--- src/rtl/wb_master_pkg.sv ---
// Shared definitions for the Wishbone burst master: FSM state encoding,
// cycle-type/burst-type constants and transfer status codes.
package wb_master_pkg;

  typedef enum logic [1:0] {
    ST_IDLE    = 2'd0,
    ST_BUS     = 2'd1,
    ST_BACKOFF = 2'd2,
    ST_FINISH  = 2'd3
  } state_t;

  typedef enum logic [1:0] {
    STAT_OK       = 2'b00,
    STAT_ERR      = 2'b01,
    STAT_RTY_FAIL = 2'b10,
    STAT_TIMEOUT  = 2'b11
  } status_t;

  localparam logic [2:0] CTI_CLASSIC = 3'b000;
  localparam logic [2:0] CTI_INCR    = 3'b010;
  localparam logic [2:0] CTI_EOB     = 3'b111;
  localparam logic [1:0] BTE_LINEAR  = 2'b00;

endpackage

--- src/rtl/wb_beat_counter.sv ---
// Beat, retry and timeout counters for one burst. The FSM qualifies the
// strobes, so every input here is already a decided event.
module wb_beat_counter
  import wb_master_pkg::*;
#(
  parameter int MAX_BURST = 16,
  parameter int RETRY_MAX = 3,
  parameter int TIMEOUT   = 255,
  parameter int LW        = $clog2(MAX_BURST) + 1
) (
  input  logic          clk,
  input  logic          rst_n,
  input  logic          load,
  input  logic [LW-1:0] len,
  input  logic          beat_ack,
  input  logic          beat_rty,
  input  logic          in_bus,
  output logic          last_beat,
  output logic          rty_exhausted,
  output logic          timed_out
);

  localparam int RW = $clog2(RETRY_MAX + 2);
  localparam int TW = $clog2(TIMEOUT + 1);
  localparam logic [RW-1:0] RTY_LAST = RW'(RETRY_MAX);
  localparam logic [TW-1:0] TMO_LAST = TW'(TIMEOUT - 1);

  logic [LW-1:0] beat_q;
  logic [RW-1:0] retry_q;
  logic [TW-1:0] tmo_q;

  assign last_beat     = (beat_q == LW'(1));
  assign rty_exhausted = (retry_q == RTY_LAST);
  assign timed_out     = (tmo_q == TMO_LAST);

  always_ff @(posedge clk or negedge rst_n) begin
    if (!rst_n) begin
      beat_q  <= '0;
      retry_q <= '0;
      tmo_q   <= '0;
    end else begin
      if (load)          beat_q <= len;
      else if (beat_ack) beat_q <= beat_q - LW'(1);

      if (load || beat_ack)                 retry_q <= '0;
      else if (beat_rty && !rty_exhausted)  retry_q <= retry_q + RW'(1);

      // Restarts on every BUS entry because it is held at zero outside BUS.
      if (!in_bus || beat_ack || beat_rty) tmo_q <= '0;
      else if (!timed_out)                 tmo_q <= tmo_q + TW'(1);
    end
  end

endmodule

--- src/rtl/wb_burst_master.sv ---
// Wishbone B4 incrementing-burst master: one command per start pulse,
// with retry backoff, error abort and a no-response timeout.
module wb_burst_master
  import wb_master_pkg::*;
#(
  parameter int DW        = 32,
  parameter int AW        = 32,
  parameter int MAX_BURST = 16,
  parameter int TIMEOUT   = 255,
  parameter int RETRY_MAX = 3,
  localparam int LW       = $clog2(MAX_BURST) + 1,
  localparam int SW       = DW / 8
) (
  input  logic          wb_clk,
  input  logic          wb_rst_n,
  output logic [AW-1:0] wb_adr_o,
  output logic [DW-1:0] wb_dat_o,
  output logic [SW-1:0] wb_sel_o,
  output logic          wb_we_o,
  output logic          wb_cyc_o,
  output logic          wb_stb_o,
  output logic [2:0]    wb_cti_o,
  output logic [1:0]    wb_bte_o,
  input  logic [DW-1:0] wb_dat_i,
  input  logic          wb_ack_i,
  input  logic          wb_err_i,
  input  logic          wb_rty_i,
  input  logic          start,
  input  logic [AW-1:0] address,
  input  logic [SW-1:0] selection,
  input  logic          write,
  input  logic [LW-1:0] burst_len,
  input  logic [DW-1:0] data_wr,
  output logic          wr_next,
  output logic [DW-1:0] data_rd,
  output logic          rd_valid,
  output logic          active,
  output logic          done,
  output logic [1:0]    status,
  output state_t        state_dbg
);

  state_t        state_q, state_d;
  status_t       status_q, status_d;
  logic          load;
  logic [AW-1:0] adr_q;
  logic [SW-1:0] sel_q;
  logic          we_q;
  logic          single_q;
  logic [DW-1:0] data_rd_q;
  logic          rd_valid_q;
  logic [LW-1:0] len_clamped;
  logic          in_bus, beat_ack, beat_rty, beat_err;
  logic          last_beat, rty_exhausted, timed_out;

  // Handshake: a beat terminates on any cycle where stb is high and the slave
  // returns ack, err or rty. err dominates ack, ack dominates rty; with no
  // termination the master holds address/data/select stable and keeps waiting.
  assign in_bus   = (state_q == ST_BUS);
  assign beat_err = in_bus && wb_err_i;
  assign beat_ack = in_bus && wb_ack_i && !wb_err_i;
  assign beat_rty = in_bus && wb_rty_i && !wb_ack_i && !wb_err_i;

  always_comb begin
    len_clamped = burst_len;
    if (burst_len == '0)                  len_clamped = LW'(1);
    else if (burst_len > LW'(MAX_BURST))  len_clamped = LW'(MAX_BURST);
  end

  wb_beat_counter #(
    .MAX_BURST(MAX_BURST),
    .RETRY_MAX(RETRY_MAX),
    .TIMEOUT  (TIMEOUT),
    .LW       (LW)
  ) u_cnt (
    .clk          (wb_clk),
    .rst_n        (wb_rst_n),
    .load         (load),
    .len          (len_clamped),
    .beat_ack     (beat_ack),
    .beat_rty     (beat_rty),
    .in_bus       (in_bus),
    .last_beat    (last_beat),
    .rty_exhausted(rty_exhausted),
    .timed_out    (timed_out)
  );

  always_comb begin
    state_d  = state_q;
    status_d = status_q;
    load     = 1'b0;
    unique case (state_q)
      ST_IDLE: begin
        if (start) begin
          load     = 1'b1;
          status_d = STAT_OK;
          state_d  = ST_BUS;
        end
      end
      ST_BUS: begin
        if (beat_err) begin
          status_d = STAT_ERR;
          state_d  = ST_FINISH;
        end else if (beat_ack) begin
          if (last_beat) state_d = ST_FINISH;
        end else if (beat_rty) begin
          if (rty_exhausted) begin
            status_d = STAT_RTY_FAIL;
            state_d  = ST_FINISH;
          end else begin
            state_d = ST_BACKOFF;
          end
        end else if (timed_out) begin
          status_d = STAT_TIMEOUT;
          state_d  = ST_FINISH;
        end
      end
      ST_BACKOFF: state_d = ST_BUS;
      ST_FINISH:  state_d = ST_IDLE;
      default:    state_d = ST_IDLE;
    endcase
  end

  always_ff @(posedge wb_clk or negedge wb_rst_n) begin
    if (!wb_rst_n) begin
      state_q    <= ST_IDLE;
      status_q   <= STAT_OK;
      adr_q      <= '0;
      sel_q      <= '0;
      we_q       <= 1'b0;
      single_q   <= 1'b0;
      data_rd_q  <= '0;
      rd_valid_q <= 1'b0;
    end else begin
      state_q    <= state_d;
      status_q   <= status_d;
      rd_valid_q <= beat_ack && !we_q;
      if (load) begin
        adr_q    <= address;
        sel_q    <= selection;
        we_q     <= write;
        single_q <= (len_clamped == LW'(1));
      end else if (beat_ack) begin
        adr_q <= adr_q + AW'(SW);
      end
      if (beat_ack && !we_q) data_rd_q <= wb_dat_i;
    end
  end

  assign wb_cyc_o  = in_bus;
  assign wb_stb_o  = in_bus;
  assign wb_adr_o  = adr_q;
  assign wb_sel_o  = sel_q;
  assign wb_we_o   = we_q;
  assign wb_dat_o  = (in_bus && we_q) ? data_wr : '0;
  assign wb_bte_o  = BTE_LINEAR;
  assign wb_cti_o  = (!in_bus || single_q) ? CTI_CLASSIC :
                     (last_beat ? CTI_EOB : CTI_INCR);

  assign wr_next   = beat_ack && we_q;
  assign data_rd   = data_rd_q;
  assign rd_valid  = rd_valid_q;
  assign active    = (state_q != ST_IDLE);
  assign done      = (state_q == ST_FINISH);
  assign status    = status_q;
  assign state_dbg = state_q;

endmodule

--- config.mk ---
export PLATFORM = sky130hd
export DESIGN_NAME = wb_burst_master
export DESIGN_NICKNAME = d
export VERILOG_FILES = /design/src/rtl/wb_master_pkg.sv /design/src/rtl/wb_beat_counter.sv /design/src/rtl/wb_burst_master.sv
export SDC_FILE = /design/constraint.sdc
export NUM_CORES = 1
export LEC_CHECK = 0
export ABC_CLOCK_PERIOD_IN_PS = 1900
export CAP_MARGIN = 15
export CORE_AREA = 5 5 168 106
export DETAILED_ROUTE_END_ITERATION = 10
export DIE_AREA = 0 0 173 111
export GPL_TIMING_DRIVEN = 0
export PLACE_DENSITY_LB_ADDON = 0.05
export SLEW_MARGIN = 20
export SYNTH_ARGS = -nofsm -noshare
export SYNTH_HDL_FRONTEND = slang
export SYNTH_HIERARCHICAL = 1
export SYNTH_SLANG_ARGS = --single-unit
--- constraint.sdc ---
create_clock -name wb_clk -period 1.9 [get_ports wb_clk]
set_input_delay 0.57 -clock wb_clk [delete_from_list [all_inputs] [get_ports wb_clk]]
set_output_delay 0.57 -clock wb_clk [all_outputs]
set_load 0.02 [all_outputs]
==> implementation parameters <==
Parameter                              Value

Outcome
  Status    complete, but fails checks
  Failing checks    negative setup slack

Pwr
  Overall Power    11.9 mW
  Maximum vdd drop    0.532 mV
  Static leakage    3.88 nW
  Total power density per cell area    1420 mW/mm2

Global route
  Global-route met2 utilization    26.6%
  Maximum number of pins on one net before global-route repair    72
  Total routing resource utilization after global routing    17.2%
  Met1 usage in global routing    23.2%
  Overall overflow remaining after global route    0
  Via count of the first global-routing pass    4722
  Number of antenna violations at the first check in global routing    2
  Grt met3 use    6.78%
  Most crowded layer after global routing    met2
  Wire length of the first global-routing pass    26.6 mm

Worst setup path
  Required time of the critical path    1.33 ns
  Crit end category    output port
  Worst R2R Setup Slack    -0.08 ns
  Worst Path Class, Setup    reg2out
  Worst-path fanout max    2
  Critical path launch point type    flip-flop
  Worst EP arrival    1.65 ns

Clock network
  Clock latency at the later pin of the worst-skew pair    0.35 ns
  Total number of clock tree sinks    91
  Total of hold buffers inserted after clock tree synthesis    0
  Number of levels in the clock H-tree    3
  Number of buffers created by CTS    9
  Number of buffers on the longest clock path    2
  TritonCTS clock tree    built
  Reg clk slew, reported paths    0.07 ns
  Root buffer cell    sky130_fd_sc_hd__clkbuf_16

STA
  Highest attainable clock frequency    451 MHz
  Worst Skew    0.00667 ns
  Final worst-path setup slack    -0.316 ns
  Fin. Hold Viols    0
  Final Cycle Share    117%
  Final setup TNS    -8.87 ns
  Unrepaired setup endpoints after global routing    true
  Post-layout min period    2.22 ns
  Transition time at the pin with the least slew margin    0.505 ns
  Worst slew slack as a fraction of its limit    66.2%
  Final-report max-slew violation count    0
  Final setup viols    70

Floorplanning
  Number of cell rows    36
  I/O pin count    228
  Die W    173 um
  Core region area    0.0159 mm2
  Chip Height    111 um
  Starting density of the core    29.6%
  Floorplan die area    0.0192 mm2

Placed design
  Worst Setup Slack post-DPL    -0.956 ns
  Number of port buffers    225
  Final estimated routing congestion in global placement    0.848
  Detailed placement HPWL    12.6 mm

Finish
  Number of fill cells    1432
  Net count of the finished layout    863
  Synth-to-layout area growth    78.0%
  Proportion of layout cells with a drive suffix above 1    33.5%

Synthesis
  Number of synthesized register bits    91
  Total standard cell area after synthesis    0.00472 mm2
  Number of unique standard cell types used by synthesis    59
  Gate Count Post-Synth    471
  Area share of the largest cell type after synthesis    48.3%
  Per-instance average area after synthesis    10.0 um2
  Leading post-synthesis cells by instance count    sky130_fd_sc_hd__dfrtp_1, sky130_fd_sc_hd__nand2_1, sky130_fd_sc_hd__and2_1, sky130_fd_sc_hd__mux2_2, sky130_fd_sc_hd__o21ai_0
  Top-count cell post-synth    sky130_fd_sc_hd__dfrtp_1
  Number of flops mapped to enable cells by yosys    0
  Most used flip-flop cell after synthesis    sky130_fd_sc_hd__dfrtp_1
  Cell type with the highest aggregate area in the netlist    sky130_fd_sc_hd__dfrtp_1
  Proportion of register bits with asynchronous set or reset after synthesis    100%
  Top area cells in the synthesized netlist    sky130_fd_sc_hd__dfrtp_1, sky130_fd_sc_hd__mux2_2, sky130_fd_sc_hd__nand2_1
  Sequential fraction of the synthesis area    48.3%
  Yosys warns    6

Route
  Post-detailed-route wirelength per cell    17.7 um
  Number of violations reported at the end of detailed-routing iteration 0    186
  DRT Pass-1 Iters    4
  Vias per std cell    4.68
  Vias after detailed routing    4486
  Total routed wirelength    16.9 mm
  Detailed-route DRC error count    0
  Final ANT Viol Nets    0

Worst hold path
  Worst min-delay path category    in2async

Run
  Max-capacitance violation count    0
registers in the layout, summed over array words and instances, names as in the netlist:
signal / count
data_rd: 32
wb_we_o: 1
wb_adr_o: 32
rd_valid: 1
wb_sel_o: 4
u_cnt/beat_q: 5
u_cnt/tmo_q: 8
status: 2
u_cnt/retry_q: 3
state_dbg: 2
single_q: 1
routing by layer:
metal | vias to the layer above | part of all wire (%)
li1 | 2167 | -
met1 | 2115 | 46
met2 | 173 | 44
met3 | 27 | 8.4
met4 | 4 | 1.1
met5 | - | 0.12
final cells by class:
cell class | instances | area [um2] | share of cell area [%]
repair buffers | 263 | 2660 | 31.7
multi-input cells | 339 | 2600 | 30.9
flip-flops and latches | 91 | 2280 | 27.2
well taps | 209 | 262 | 3.11
clock buffers | 10 | 239 | 2.85
plain buffers | 24 | 228 | 2.71
inverters | 16 | 66.3 | 0.790
clock inverters | 6 | 53.8 | 0.641
diodes | 1 | 2.50 | 0.0298
repair_timing:
item,in CTS,in global routing
resized for setup,358,126
pin swaps,32,22
endpoints found under the setup margin,176,141
gates cloned,4,0
setup buffers,16,17
critical path, cell delays in order (launching register included):
cell and delay, ns:
sky130_fd_sc_hd__dfrtp_1 0.40, sky130_fd_sc_hd__inv_2 0.09, sky130_fd_sc_hd__ha_4 0.12, sky130_fd_sc_hd__nor4b_4 0.18
sky130_fd_sc_hd__inv_2 0.09, sky130_fd_sc_hd__nor3_4 0.17, sky130_fd_sc_hd__buf_4 0.15, sky130_fd_sc_hd__buf_6 0.10
report_power, final:
part	leakage [nW]	internal (mW)	switching, mW
registers	1.11	2.80	0.789
clock network	0.142	0.950	0.848
logic	2.63	3.23	3.31
worst paths after layout:
check | startpoint | to | depth (start not counted)
worst min-delay path | wb_rst_n | u_cnt/tmo_q[0] | 1
worst max register to register | state_dbg[1] | u_cnt/beat_q[3] | 8
worst max-delay path | u_cnt/beat_q[1] | wb_cti_o[2] | 7
worst min register to register | wb_sel_o[1] | wb_sel_o[1] | 2
max in group asynchronous | wb_rst_n | wb_adr_o[2] | 2
min in group wb_clk | wb_sel_o[1] | wb_sel_o[1] | 2
cells by family (layout without fill, tap and decap cells):
group	count (synthesis)	in the layout	synth area share, %
compound gates	62	62	8.17
flops	91	91	48.3
buf+inv	42	319	4.46
fa+ha+maj	7	7	1.86
other cells	1	3	0.0795
simple gates	205	205	23.6
mux	37	37	8.75
xor+xnor	26	26	4.83
cell usage in the layout, fill, tap and decap left out, types with 5 or more instances in the layout:
master                            netlist  final
sky130_fd_sc_hd__dfrtp_2                0      6
sky130_fd_sc_hd__nand3_2                3      5
sky130_fd_sc_hd__clkbuf_2               0      7
sky130_fd_sc_hd__xor2_1                19     17
sky130_fd_sc_hd__buf_4                  5     27
sky130_fd_sc_hd__o21ai_1                2     11
sky130_fd_sc_hd__dlygate4sd2_1          0     47
sky130_fd_sc_hd__clkbuf_16              0      9
sky130_fd_sc_hd__dlymetal6s2s_1         0     24
sky130_fd_sc_hd__o21ai_0               33     24
sky130_fd_sc_hd__mux2_2                34     32
sky130_fd_sc_hd__nand3_1               16     13
sky130_fd_sc_hd__ha_1                   7      6
sky130_fd_sc_hd__inv_1                 16     11
sky130_fd_sc_hd__xnor2_1                7      5
sky130_fd_sc_hd__nand2_1               68     64
sky130_fd_sc_hd__buf_6                  4     56
sky130_fd_sc_hd__a31oi_1                6      6
sky130_fd_sc_hd__nor2_4                 1      8
sky130_fd_sc_hd__nor2_1                25     17
sky130_fd_sc_hd__buf_8                  0      9
sky130_fd_sc_hd__dfrtp_1               91     85
sky130_fd_sc_hd__and2_4                 0     33
sky130_fd_sc_hd__clkdlybuf4s50_1        0    110
sky130_fd_sc_hd__nand4_1               11     11
sky130_fd_sc_hd__nor3_1                12     10
metrics by stage:
step / instances / util [%] / hold slack, ns / instance area, um2
floorplan: 472 / - / 0.274 / 4780
global placement: 906 / 45.7 / 0.461 / 7290
detailed placement: 907 / 45.9 / 0.441 / 7320
CTS: 943 / 49.8 / 0.0622 / 7940
global route: 958 / 52.6 / 0.0641 / 8390
finish: 959 / 52.7 / 0.0628 / 8400
No activity file was read; power rests on OpenSTA's default activity.
